[config.mk]
export PLATFORM = sky130hd
export DESIGN_NAME = text_writer
export DESIGN_NICKNAME = d
export VERILOG_FILES = /design/src/rtl/text_pkg.sv /design/src/rtl/text_cursor.sv /design/src/rtl/text_writer.sv
export SDC_FILE = /design/constraint.sdc
export NUM_CORES = 1
export LEC_CHECK = 0
export CORE_ASPECT_RATIO = 0.8
export CORE_MARGIN = 4
export CORE_UTILIZATION = 36
export CTS_CLUSTER_SIZE = 25
export DETAILED_ROUTE_END_ITERATION = 12
export SLEW_MARGIN = 5
export SYNTH_ARGS = -nofsm -noshare
export SYNTH_HDL_FRONTEND = slang
export SYNTH_SLANG_ARGS = --single-unit
[constraint.sdc]
create_clock -name clk -period 5 [get_ports clk]
set_clock_uncertainty 0.1 [all_clocks]
set_input_delay 0.5 -clock clk [delete_from_list [all_inputs] [get_ports clk]]
set_output_delay 0.5 -clock clk [all_outputs]
set_load 0.005 [all_outputs]
[src/rtl/text_pkg.sv]
// Shared constants and state encoding for the text writer and its cursor tracker.
package text_pkg;

    localparam int COLS_DEFAULT = 80;
    localparam int ROWS_DEFAULT = 25;

    localparam logic [7:0] CR    = 8'h0D;
    localparam logic [7:0] LF    = 8'h0A;
    localparam logic [7:0] BS    = 8'h08;
    localparam logic [7:0] FF    = 8'h0C;
    localparam logic [7:0] SPACE = 8'h20;

    localparam logic [7:0] PRINT_LO = 8'h20;
    localparam logic [7:0] PRINT_HI = 8'h7E;

    typedef enum logic {
        IDLE,
        CLEAR
    } state_t;

endpackage

[src/rtl/text_cursor.sv]
// Cursor column/row tracker that keeps the linear RAM address row*COLS+col
// up to date incrementally, without a multiplier.
module text_cursor #(
    parameter int COLS       = 80,
    parameter int ROWS       = 25,
    parameter int ADDR_WIDTH = 11
) (
    input  logic                      clk,
    input  logic                      rst,
    input  logic                      advance,
    input  logic                      back,
    input  logic                      newline,
    input  logic                      home,
    input  logic                      zero,
    output logic [$clog2(COLS)-1:0]   col,
    output logic [$clog2(ROWS)-1:0]   row,
    output logic [ADDR_WIDTH-1:0]     addr
);

    localparam int CW = $clog2(COLS);
    localparam int RW = $clog2(ROWS);
    localparam logic [CW-1:0] COL_LAST = CW'(COLS - 1);
    localparam logic [RW-1:0] ROW_LAST = RW'(ROWS - 1);

    always_ff @(posedge clk or posedge rst) begin
        if (rst) begin
            col  <= '0;
            row  <= '0;
            addr <= '0;
        end else if (zero) begin
            col  <= '0;
            row  <= '0;
            addr <= '0;
        end else if (advance) begin
            if (col == COL_LAST) begin
                col <= '0;
                if (row == ROW_LAST) begin
                    row  <= '0;
                    addr <= '0;
                end else begin
                    row  <= row + RW'(1);
                    addr <= addr + ADDR_WIDTH'(1);
                end
            end else begin
                col  <= col + CW'(1);
                addr <= addr + ADDR_WIDTH'(1);
            end
        end else if (back) begin
            if (col != '0) begin
                col  <= col - CW'(1);
                addr <= addr - ADDR_WIDTH'(1);
            end
        end else if (newline) begin
            // Wrapping to the top row leaves the address equal to the column.
            if (row == ROW_LAST) begin
                row  <= '0;
                addr <= ADDR_WIDTH'(col);
            end else begin
                row  <= row + RW'(1);
                addr <= addr + ADDR_WIDTH'(COLS);
            end
        end else if (home) begin
            col  <= '0;
            addr <= addr - ADDR_WIDTH'(col);
        end
    end

endmodule

[src/rtl/text_writer.sv]
// Byte-stream text writer: printable bytes go to character RAM, control codes move the cursor.
// Optional macro TEXT_WRITER_CLEAR_ON_RESET_EN clears the screen after every reset.
module text_writer
    import text_pkg::*;
#(
    parameter int COLS       = COLS_DEFAULT,
    parameter int ROWS       = ROWS_DEFAULT,
    parameter int ADDR_WIDTH = 11,
    parameter int DATA_WIDTH = 8
) (
    input  logic                      clk,
    input  logic                      rst,
    input  logic [DATA_WIDTH-1:0]     in_data,
    input  logic                      in_valid,
    output logic                      in_ready,
    output logic                      ram_we,
    output logic [ADDR_WIDTH-1:0]     ram_waddr,
    output logic [DATA_WIDTH-1:0]     ram_din,
    output logic [$clog2(COLS)-1:0]   cursor_col,
    output logic [$clog2(ROWS)-1:0]   cursor_row,
    output logic                      busy
);

    localparam logic [ADDR_WIDTH-1:0] LAST_ADDR = ADDR_WIDTH'(COLS * ROWS - 1);

`ifdef TEXT_WRITER_CLEAR_ON_RESET_EN
    localparam logic CLEAR_AT_START = 1'b1;
`else
    localparam logic CLEAR_AT_START = 1'b0;
`endif

    state_t                  state;
    logic                    pending_clear;
    logic                    accept;
    logic                    is_print;
    logic                    is_cr;
    logic                    is_lf;
    logic                    is_bs;
    logic                    is_ff;
    logic                    sweep_done;
    logic [ADDR_WIDTH-1:0]   cur_addr;

    assign in_ready   = (state == IDLE) && !pending_clear;
    assign busy       = (state == CLEAR);
    assign accept     = in_valid && in_ready;
    assign is_print   = (in_data >= DATA_WIDTH'(PRINT_LO)) && (in_data <= DATA_WIDTH'(PRINT_HI));
    assign is_cr      = (in_data == DATA_WIDTH'(CR));
    assign is_lf      = (in_data == DATA_WIDTH'(LF));
    assign is_bs      = (in_data == DATA_WIDTH'(BS));
    assign is_ff      = (in_data == DATA_WIDTH'(FF));
    assign sweep_done = (state == CLEAR) && (ram_waddr == LAST_ADDR);

    text_cursor #(
        .COLS       (COLS),
        .ROWS       (ROWS),
        .ADDR_WIDTH (ADDR_WIDTH)
    ) u_cursor (
        .clk     (clk),
        .rst     (rst),
        .advance (accept && is_print),
        .back    (accept && is_bs),
        .newline (accept && is_lf),
        .home    (accept && is_cr),
        .zero    (sweep_done),
        .col     (cursor_col),
        .row     (cursor_row),
        .addr    (cur_addr)
    );

    // During CLEAR the write address register doubles as the sweep counter.
    always_ff @(posedge clk or posedge rst) begin
        if (rst) begin
            state         <= IDLE;
            pending_clear <= CLEAR_AT_START;
            ram_we        <= 1'b0;
            ram_waddr     <= '0;
            ram_din       <= '0;
        end else if (pending_clear) begin
            pending_clear <= 1'b0;
            state         <= CLEAR;
            ram_we        <= 1'b1;
            ram_waddr     <= '0;
            ram_din       <= DATA_WIDTH'(SPACE);
        end else begin
            case (state)
                IDLE: begin
                    ram_we <= 1'b0;
                    if (accept) begin
                        if (is_print) begin
                            ram_we    <= 1'b1;
                            ram_waddr <= cur_addr;
                            ram_din   <= in_data;
                        end else if (is_bs && (cursor_col != '0)) begin
                            ram_we    <= 1'b1;
                            ram_waddr <= cur_addr - ADDR_WIDTH'(1);
                            ram_din   <= DATA_WIDTH'(SPACE);
                        end else if (is_ff) begin
                            state     <= CLEAR;
                            ram_we    <= 1'b1;
                            ram_waddr <= '0;
                            ram_din   <= DATA_WIDTH'(SPACE);
                        end
                    end
                end
                CLEAR: begin
                    if (ram_waddr == LAST_ADDR) begin
                        state  <= IDLE;
                        ram_we <= 1'b0;
                    end else begin
                        ram_waddr <= ram_waddr + ADDR_WIDTH'(1);
                    end
                end
                default: begin
                    state  <= IDLE;
                    ram_we <= 1'b0;
                end
            endcase
        end
    end

endmodule
==> impl_metrics.toml <==
[synthesis]
ys_types = 76
ys_seq_elements = 44
syn-cell-area_um2 = 4035
yosys_most_used_dff = "dfrtp_1"
netlist_instances = 495
yosysMostFrequentCell = "dfrtp_1"
yosys-top-cells-count = "dfrtp_1, nand2_1, nor2_1"
synth_top_area_share_pct = 27.29
yosysTopAreaCell = "dfrtp_1"
ys_warn_count = 0
seq_area_frac_synth_pct = 27.29
synth_edf_count = 0
synthTopCellsByArea = "dfrtp_1, ha_1, o21ai_0, a21oi_1, nand2_1"
avgSynthCellArea_um2 = 8.152
async_reset_ff_share_pct = 100.0
syn_nets = 524

[critical_path]
setup.worst_path.end = "ram_waddr[6]"
crit_arrival_ns = 3.81
cp-end-kind = "register"
crit_slowest_cell = "o221ai_1"
reg2reg_from = "busy"
path_depth = 7
required_ns = 5.08
crit_family = "compound AO/OA/AOI/OAI gates"
path_cells = "clkdlybuf4s50_1 -> nand4_1 -> o221ai_1 -> o31ai_1 -> a21oi_2 -> o21ai_0 -> a221o_1"
r2r-end = "u_cursor.addr[0]"
r2r_cells = 6
criticalPathCategory = "primary input to register"
max_stage_delay_ns = 0.95
critPathLaunch = "in_data[1]"
worst_setup_path_start_kind = "primary input"
reg2reg_slack_ns = 1.55
worstPathMaxFanout = 17
critPathBufInv = 1

[cells_and_area]
area_delta_synth_final_pct = 15.72
fillers = 1083
post_route_cells_drive_above_1_share_pct = 7.602
register_area_um2 = 1101
nets = 542
design_area_um2 = 4669
multiInputGateArea_um2 = 2675
n_antenna_cell = 0
instances_no_fill = 657

[timing]
setup_tns_ns = 0
hold_viol = 0
max_freq_mhz = 268.0
grt_setup_unrepaired = "false"
slew_viol_final = 0
slew_headroom_pct = 21.97
worst_pin_slew_ns = 1.170
post-route-period-util_pct = 74.63
whs_ns = 0.3744
period_needed_ns = 3.731
setup_violations = 0

[route]
antenna_left = 0
wl_um = 13390
drc = 0
firstDrtPassIters = 5
wl_per_cell_um = 20.39
drt_first_iter_violations = 469
vias = 4191
vias_per_cell = 6.379

[placed_design]
place_area_um2 = 4532
gp_congestion = 0.9280
hpwl_um = 9539
post-place-cells = 650
io_buffers = 44

[power_and_ir_drop]
power.density_nw_per_um2 = 166.5
combPwrFrac_pct = 10.7
swShare_pct = 25.92
finalPower_mw = 0.7775
p_leak_nw = 1.762
p_seq_share_pct = 47.5
intPower_mw = 0.5759
ir_drop_mv = 0.1221
switching_power_mw = 0.2015
p_clk_share_pct = 41.9

[job]
drv_cap = 0

[floorplan]
die_area_um2 = 12980
io_pins = 45
core_um2 = 10930
start_util_pct = 36.91
num_rows = 34
fp.dieH_um = 102.7
die_w_um = 126.4

[clocking]
clock-sinks = 44
cts_root_buf = "clkbuf_16"
clk_latency_ns = 0.29
numCtsBuffers = 5
cts.path.max_buffers = 2
htreeDepth = 2
cts_tree = "done"
clk_pin_slew_ns = 0.06
ctsHoldBuffers = 0
ctsResizeCount = 0
postCtsSetupRepairBufs = 0

[global_routing]
grt_pass1_vias = 3740
antenna_found_initial = 0
track_usage_pct = 20.55
grt_pass1_wl_um = 21290
grt_max_degree = 45
gr-total-overflow = 0

[min_path]
hp-class = "register to register"

[run_status]
outcome = "complete, no violations"
## metrics by stage
step / util, % / setup slack, ns
2_1_floorplan: - / 2.635
4_1_cts: 42.71 / 1.355
3_5_place_dp: 41.45 / 1.039
6_report: 42.71 / 1.269
3_3_place_gp: 41.45 / 1.201
5_1_grt: 42.71 / 1.041
## area by class of cell
cell class | instances | share of cell area [%]
multi-input cells | 388 | 57.29
flip-flops and latches | 44 | 23.58
repair buffers | 50 | 10.40
well taps | 144 | 3.859
clock buffers | 5 | 2.680
inverters | 24 | 1.929
clock inverters | 2 | 0.2680
## cells by family after synthesis
group / Yosys count / share of synthesized area, %
XOR/XNOR: 13 / 2.822
AO/OA/AOI/OAI: 168 / 29.86
AND/OR/NAND/NOR: 179 / 25.27
flip-flops: 44 / 27.29
multiplexers: 10 / 2.574
adder cells (fa/ha/maj): 18 / 5.767
buffers and inverters: 63 / 6.418
## power groups by stage
stage | combinational (mW) | clock, mW | sequential (mW)
5_1_grt | 0.0918 | 0.348 | 0.369
3_5_place_dp | 0.0818 | 0 | 0.375
3_3_place_gp | 0.0804 | 0 | 0.375
4_1_cts | 0.0824 | 0.333 | 0.369
6_report | 0.0828 | 0.326 | 0.369
2_1_floorplan | 0.0546 | 0 | 0.370
## state kept, by name, indices dropped and copies added, names as in the netlist
signal / flops
busy: 1
ram_din: 8
ram_waddr: 11
ram_we: 1
u_cursor.addr: 11
u_cursor.col: 7
u_cursor.row: 5
## cells in the final DEF (no fill, tap or decap), types with 5 or more instances in the layout
master and count:
a211oi_1 8, a21oi_1 27, a221oi_1 6, a22o_1 7
a311oi_1 5, a31oi_1 9, and3_1 5, and4_1 6
buf_4 6, clkbuf_16 5, clkdlybuf4s50_1 44, dfrtp_1 44
ha_1 17, inv_1 22, mux2i_1 7, nand2_1 34
nand3_1 24, nand4_1 11, nor2_1 31, nor2b_1 5
nor3_1 12, nor4_1 10, o21a_1 9, o21ai_0 29
o22ai_1 6, o31ai_1 13, or2_2 5, or3_1 6
xnor2_1 9
## how the worst min path moves through the flow
| stage | from | to | slack [ns] | cells past startpoint |
|---|---|---|---|---|
| floorplan | ram_din[1] | ram_din[1] | 0.37 | 2 |
| global placement | ram_din[5] | ram_din[5] | 0.37 | 2 |
| detailed placement | ram_din[5] | ram_din[5] | 0.37 | 2 |
| CTS | ram_din[5] | ram_din[5] | 0.39 | 2 |
| global route | ram_din[0] | ram_din[0] | 0.41 | 1 |
| finish | ram_din[5] | ram_din[5] | 0.37 | 2 |
## worst min-delay path, cell delays in order, from the launching register on
cell and delay (ns):
dfrtp_1 0.34, nand2_1 0.04, o21ai_0 0.05
## per-layer routing
metal	up-vias	part of all wire [%]	global-route usage (%)	routed length [um]
li1	1953	-	-	-
met1	2031	46	30.94	6213
met2	185	42	29.02	5602
met3	22	10	4.713	1347
met4	0	1.7	6.183	229
met5	-	0	0	0
No activity file was read; power rests on OpenSTA's default activity.
